`src/rtl/vec_seq_pkg.sv`:
```
// Shared types and default sizing for the exhaustive vector sequencer.
package vec_seq_pkg;

    typedef enum logic [2:0] {
        IDLE, DUT_RST, APPLY, SETTLE, CAPTURE, EMIT, DONE
    } seq_state_e;

    localparam int N_IN_DEF    = 6;
    localparam int N_OUT_DEF   = 1;
    localparam int SETTLE_DEF  = 2;
    localparam int RST_CYC_DEF = 2;

    function automatic int max2(input int a, input int b);
        return (a > b) ? a : b;
    endfunction

endpackage

```
`src/rtl/exhaustive_vector_sequencer_if.sv`:
```
// Record stream from the sequencer to the result logger (valid/ready).
interface exhaustive_vector_sequencer_if import vec_seq_pkg::*; #(
    parameter int N_IN  = N_IN_DEF,
    parameter int N_OUT = N_OUT_DEF
);
    logic             rec_valid;
    logic             rec_ready;
    logic [N_IN-1:0]  rec_vec;
    logic [N_OUT-1:0] rec_resp;
    logic             rec_last;

    modport master (output rec_valid, rec_vec, rec_resp, rec_last, input rec_ready);
    modport slave  (input rec_valid, rec_vec, rec_resp, rec_last, output rec_ready);
endinterface

```
`src/rtl/vec_seq_timer.sv`:
```
// Loadable down-counter with zero flag; times both the DUT reset and settle waits.
module vec_seq_timer #(
    parameter int W = 2
) (
    input  logic         clk,
    input  logic         rst_n,
    input  logic         load,
    input  logic [W-1:0] load_val,
    input  logic         dec,
    output logic         zero
);
    logic [W-1:0] cnt;

    always_ff @(posedge clk or negedge rst_n) begin
        if (!rst_n)                   cnt <= '0;
        else if (load)                cnt <= load_val;
        else if (dec && cnt != '0)    cnt <= cnt - 1'b1;
    end

    assign zero = (cnt == '0);
endmodule

```
`src/rtl/exhaustive_vector_sequencer.sv`:
```
// Walks every N_IN-bit input pattern through a DUT, waits SETTLE cycles, and
// streams one {vector, response} record per pattern to the logger.
module exhaustive_vector_sequencer import vec_seq_pkg::*; #(
    parameter int N_IN    = N_IN_DEF,
    parameter int N_OUT   = N_OUT_DEF,
    parameter int SETTLE  = SETTLE_DEF,
    parameter int RST_CYC = RST_CYC_DEF
) (
    input  logic                  CK,
    input  logic                  reset,
    input  logic                  start,
    input  logic                  abort,
    output logic                  busy,
    output logic                  done,
    output logic                  dut_rst,
    output logic [N_IN-1:0]       dut_in,
    input  logic [N_OUT-1:0]      dut_out,
    exhaustive_vector_sequencer_if.master rec
);
    localparam int TW = $clog2(max2(SETTLE, RST_CYC) + 1);
    localparam logic [N_IN:0] LAST_VEC = (N_IN+1)'((1 << N_IN) - 1);

    seq_state_e    state, state_d;
    logic [N_IN:0] vec_cnt;
    logic          tmr_load, tmr_zero, tmr_dec;
    logic [TW-1:0] tmr_val;
    logic          hs, last_hs_q;

    assign hs      = rec.rec_valid && rec.rec_ready;
    assign busy    = (state != IDLE) && (state != DONE);
    assign dut_rst = (state == IDLE) || (state == DUT_RST);
    assign tmr_dec = (state == DUT_RST) || (state == vec_seq_pkg::SETTLE);

    vec_seq_timer #(.W(TW)) u_timer (
        .clk      (CK),
        .rst_n    (reset),
        .load     (tmr_load),
        .load_val (tmr_val),
        .dec      (tmr_dec),
        .zero     (tmr_zero)
    );

    always_ff @(posedge CK or negedge reset) begin
        if (!reset) state <= IDLE;
        else        state <= state_d;
    end

    // Timer loads N-1 so that the wait state lasts exactly N cycles.
    always_comb begin
        state_d  = state;
        tmr_load = 1'b0;
        tmr_val  = '0;
        case (state)
            IDLE, DONE: if (start) begin
                state_d  = DUT_RST;
                tmr_load = 1'b1;
                tmr_val  = TW'(RST_CYC - 1);
            end
            DUT_RST: if (tmr_zero) state_d = APPLY;
            APPLY: begin
                state_d  = vec_seq_pkg::SETTLE;
                tmr_load = 1'b1;
                tmr_val  = TW'(SETTLE - 1);
            end
            vec_seq_pkg::SETTLE: if (tmr_zero) state_d = CAPTURE;
            CAPTURE: state_d = EMIT;
            EMIT: if (hs) state_d = rec.rec_last ? DONE : APPLY;
            default: state_d = IDLE;
        endcase
        if (abort) begin
            state_d  = IDLE;
            tmr_load = 1'b0;
        end
    end

    // done trails the final handshake by one extra cycle; abort squashes it.
    always_ff @(posedge CK or negedge reset) begin
        if (!reset) begin
            vec_cnt       <= '0;
            dut_in        <= '0;
            rec.rec_valid <= 1'b0;
            rec.rec_vec   <= '0;
            rec.rec_resp  <= '0;
            rec.rec_last  <= 1'b0;
            last_hs_q     <= 1'b0;
            done          <= 1'b0;
        end else begin
            last_hs_q <= (state == EMIT) && hs && rec.rec_last && !abort;
            done      <= last_hs_q && !abort;
            if (abort) begin
                rec.rec_valid <= 1'b0;
                dut_in        <= '0;
            end else begin
                case (state)
                    IDLE, DONE: if (start) vec_cnt <= '0;
                    DUT_RST: if (tmr_zero) dut_in <= vec_cnt[N_IN-1:0];
                    vec_seq_pkg::SETTLE: if (tmr_zero) begin
                        rec.rec_resp <= dut_out;
                        rec.rec_vec  <= vec_cnt[N_IN-1:0];
                        rec.rec_last <= (vec_cnt == LAST_VEC);
                    end
                    CAPTURE: rec.rec_valid <= 1'b1;
                    EMIT: if (hs) begin
                        rec.rec_valid <= 1'b0;
                        if (!rec.rec_last) begin
                            vec_cnt <= vec_cnt + 1'b1;
                            dut_in  <= N_IN'(vec_cnt + 1'b1);
                        end
                    end
                    default: ;
                endcase
            end
        end
    end
endmodule

```
`src/flat_wrapper.sv`:
```
// flat-port wrapper written by rule: the top's interface ports become plain ports
module exhaustive_vector_sequencer_flat import vec_seq_pkg::*;
#(
    parameter int N_IN    = N_IN_DEF,
    parameter int N_OUT   = N_OUT_DEF,
    parameter int SETTLE  = SETTLE_DEF,
    parameter int RST_CYC = RST_CYC_DEF
)
  (CK, reset, start, abort, busy, done, dut_rst, dut_in, dut_out, rec_rec_valid, rec_rec_vec, rec_rec_resp, rec_rec_last, rec_rec_ready);
  exhaustive_vector_sequencer_if #(.N_IN(N_IN), .N_OUT(N_OUT)) rec_i ();
  input  logic CK;
  input  logic reset;
  input  logic start;
  input  logic abort;
  output logic busy;
  output logic done;
  output logic dut_rst;
  output logic [N_IN-1:0] dut_in;
  input  logic [N_OUT-1:0] dut_out;
  output wire logic [$bits(rec_i.rec_valid)-1:0] rec_rec_valid;
  output wire logic [$bits(rec_i.rec_vec)-1:0] rec_rec_vec;
  output wire logic [$bits(rec_i.rec_resp)-1:0] rec_rec_resp;
  output wire logic [$bits(rec_i.rec_last)-1:0] rec_rec_last;
  input wire logic [$bits(rec_i.rec_ready)-1:0] rec_rec_ready;
  assign rec_rec_valid = rec_i.rec_valid;
  assign rec_rec_vec = rec_i.rec_vec;
  assign rec_rec_resp = rec_i.rec_resp;
  assign rec_rec_last = rec_i.rec_last;
  assign rec_i.rec_ready = rec_rec_ready;
  exhaustive_vector_sequencer #(.N_IN(N_IN), .N_OUT(N_OUT), .SETTLE(SETTLE), .RST_CYC(RST_CYC)) u_core (.CK(CK), .reset(reset), .start(start), .abort(abort), .busy(busy), .done(done), .dut_rst(dut_rst), .dut_in(dut_in), .dut_out(dut_out), .rec(rec_i));
endmodule
```
`config.mk`:
```
export PLATFORM = sky130hd
export DESIGN_NAME = exhaustive_vector_sequencer_flat
export DESIGN_NICKNAME = d
export VERILOG_FILES = /design/src/rtl/vec_seq_pkg.sv /design/src/rtl/exhaustive_vector_sequencer_if.sv /design/src/rtl/vec_seq_timer.sv /design/src/rtl/exhaustive_vector_sequencer.sv /design/src/flat_wrapper.sv
export SDC_FILE = /design/constraint.sdc
export NUM_CORES = 1
export LEC_CHECK = 0
export ABC_AREA = 0
export BUFFER_PORTS_ARGS = -buffer_cell sky130_fd_sc_hd__buf_2
export CAP_MARGIN = 20
export CORE_MARGIN = 2
export CORE_UTILIZATION = 50
export CTS_BUF_LIST = sky130_fd_sc_hd__clkbuf_8
export CTS_CLUSTER_DIAMETER = 30
export DETAILED_ROUTE_END_ITERATION = 8
export PLACE_DENSITY = 0.72
export SETUP_SLACK_MARGIN = 0.4
export SKIP_LAST_GASP = 1
export SLEW_MARGIN = 30
export SYNTH_ARGS = -nofsm -noshare
export SYNTH_HDL_FRONTEND = slang
export SYNTH_SLANG_ARGS = --single-unit
```
`constraint.sdc`:
```
create_clock -name CK -period 4.8 [get_ports CK]
set_clock_uncertainty 0.15 [all_clocks]
set_input_delay 0.72 -clock CK [delete_from_list [all_inputs] [get_ports CK]]
set_output_delay 0.72 -clock CK [all_outputs]
set_load 0.01 [all_outputs]
```
==> results.yml <==
sta:
  max_freq_mhz: 443
  relSlewSlack_pct: 56.5
  slew_viol_final: 0
  post-route-min-period_ns: 2.26
  period_share_pct: 47.1
  setup_tns_ns: 0
  finalSetupViolations: 0
  hold_viol: 0
  grt_setup_unrepaired: "false"
  tightest_slew_ns: 0.652
power:
  peakVddDrop_uv: 246
  p_leak_nw: 0.784
  p_per_area_nw_per_um2: 357
status:
  status: "completed"
logic_synthesis:
  synthTopCellsByCount: "dfrtp_1 (29), nor2_1 (13), nand2_1 (12)"
  synth.most_common_cell: "dfrtp_1"
  ys_ff_latch: 29
  async_flop_share_pct: 100
  netlist.area_leader.share_pct: 49.4
  synth_area_sq_um: 1470
  ys.flop_type: "dfrtp_1"
  synth_nets: 150
  synth_seq_area_share_pct: 49.4
  synth_edf_count: 0
  yosysTopAreaCell: "dfrtp_1"
  synthCells: 142
  synthDistinctLibCells: 39
  avgSynthCellArea_sq_um: 10.3
  synth_warnings: 0
  yosys-top-cells-area: "dfrtp_1 (49%), mux2_4 (7.2%), a211oi_1 (4.1%)"
global_routing:
  grt_pass1_wl_mm: 4.84
  met2_usage_pct: 29.4
  grt_max_degree: 30
  antenna_found_initial: 0
  grt_pass1_vias: 1075
  grt.met1_usage_pct: 24.6
  top_usage_layer: "met2"
  track_usage_pct: 19.3
  grt_use_met3_pct: 4.91
  grt_overflow: 0
critical_path:
  ff2ff_path_depth: 4
  start_kind: "flop"
  endpoint_kind: "output port"
  worstReg2RegStart: "u_core.state[2]"
  worstReg2RegEnd: "u_core.vec_cnt[1]"
  r2r_slack_ns: 2.60
  timing_worst_setup_path_type: "reg2out"
  critPathMaxFanout: 15
  required_ns: 3.93
  worstPathArrival_ns: 1.39
place:
  portBuffers: 23
  gp_congestion: 0.784
  dpl.hpwl_mm: 2.03
  placed_area_sq_um: 1590
layout:
  final_area_sq_um: 1670
  fin_nets: 172
  multi_input_area_sq_um: 687
  syn2layout_area_growth_pct: 13.6
  drive_above_1_share_pct: 25.5
  fillers: 247
  register_area_sq_um: 726
  diodes: 0
  fin_util_pct: 60.0
routing:
  vias: 1138
  post-route-drc-count: 0
  wirelength_mm: 2.89
  vias_per_cell: 5.81
  initialDrtViolationCount: 27
  wl_per_cell_microns: 14.7
  first_pass_iters: 4
  antenna_left: 0
hold_path:
  hold_path.class: "in2async"
cts:
  clkTransAtPathRegs_ns: 0.06
  hold_buffers: 0
  cts_resized: 0
  cts-buffers-inserted: 5
  clk_latency_ns: 0.27
  cts_setup_buffers: 0
  root_buffer: "clkbuf_8"
  clockBufferDepth: 2
  cts_tree: "built"
  htree_levels: 2
  cts.sinks: 29
floorplan:
  die_h_microns: 58.2
  start_util_pct: 52.8
  die-area_sq_um: 3380
  io_pins: 24
  core-area_sq_um: 2780
  die_width_microns: 58.2
  rows: 19
flow_run:
  drv_cap: 0
sequential cells by signal, indices dropped and copies added, names as in the netlist:
name	count
u_core.vec_cnt	7
u_core.dut_in	6
u_core.rec.rec_vec	6
u_core.state	3
u_core.u_timer.cnt	2
u_core.done	1
u_core.last_hs_q	1
u_core.rec.rec_last	1
u_core.rec.rec_resp	1
u_core.rec.rec_valid	1
final cells by class:
cell class	count	area share [%]
clock buffers	5	4.13
clock inverters	3	0.825
inverters	5	1.13
multi-input cells	100	41.2
flip-flops and latches	29	43.5
well taps	31	2.33
repair buffers	23	6.90
per-stage QoR:
stage | instances | power (mW) | setup WS [ns] | hold slack, ns
after floorplan | 142 | 0.375 | 2.73 | 0.274
after global placement | 188 | 0.410 | 2.38 | 0.302
after detailed placement | 188 | 0.419 | 2.39 | 0.309
after CTS | 196 | 0.605 | 2.53 | 0.323
after global routing | 196 | 0.633 | 2.41 | 0.329
final | 196 | 0.596 | 2.54 | 0.316
metal layers:
metal	wire length, microns	up-vias
met5	0	-
met4	56	0
met3	150	7
met2	1320	41
met1	1360	533
li1	-	557
worst max-delay path, stage by stage (launching register included):
cell     delay (ns)
dfrtp_1        0.51
and2_1         0.22
o21ai_0        0.21
buf_2          0.18
logic make-up after synthesis:
group / after synthesis / share of synthesized area [%]
AOI/OAI and AO/OA: 33 / 15.6
xor gates and xnor gates: 6 / 3.58
and+or+nand+nor: 50 / 17.0
muxes: 9 / 8.61
DFF: 29 / 49.4
buffers and inverters: 13 / 4.09
adders and majority gates: 2 / 1.70
cells in the final DEF (no fill, tap or decap), types with 6 or more instances in the layout:
| cell | n |
|---|---|
| dfrtp_1 | 29 |
| buf_2 | 23 |
| nor2_1 | 13 |
| nand2_1 | 12 |
| a211oi_1 | 7 |
| mux2_4 | 7 |
| a21oi_1 | 6 |
power by group:
group	leakage [nW]	switching, mW	internal [mW]	total, mW
registers	0.394	0.0222	0.269	0.292
logic	0.341	0.0689	0.0529	0.122
clock network	0.0491	0.0845	0.0979	0.182
total	0.784	0.176	0.420	0.596
how the worst max path moves through the flow:
stage	startpoint	endpoint	slack, ns	cells past startpoint
floorplan	rec_rec_ready	u_core.vec_cnt[1]	2.73	4
global placement	rec_rec_ready	u_core.dut_in[2]	2.38	5
detailed placement	abort	u_core.rec.rec_vec[4]	2.39	3
CTS	u_core.state[2]	busy	2.53	3
global route	u_core.state[2]	busy	2.41	3
finish	u_core.state[2]	busy	2.54	3
Note: power is estimated with default switching activity, not from simulation.
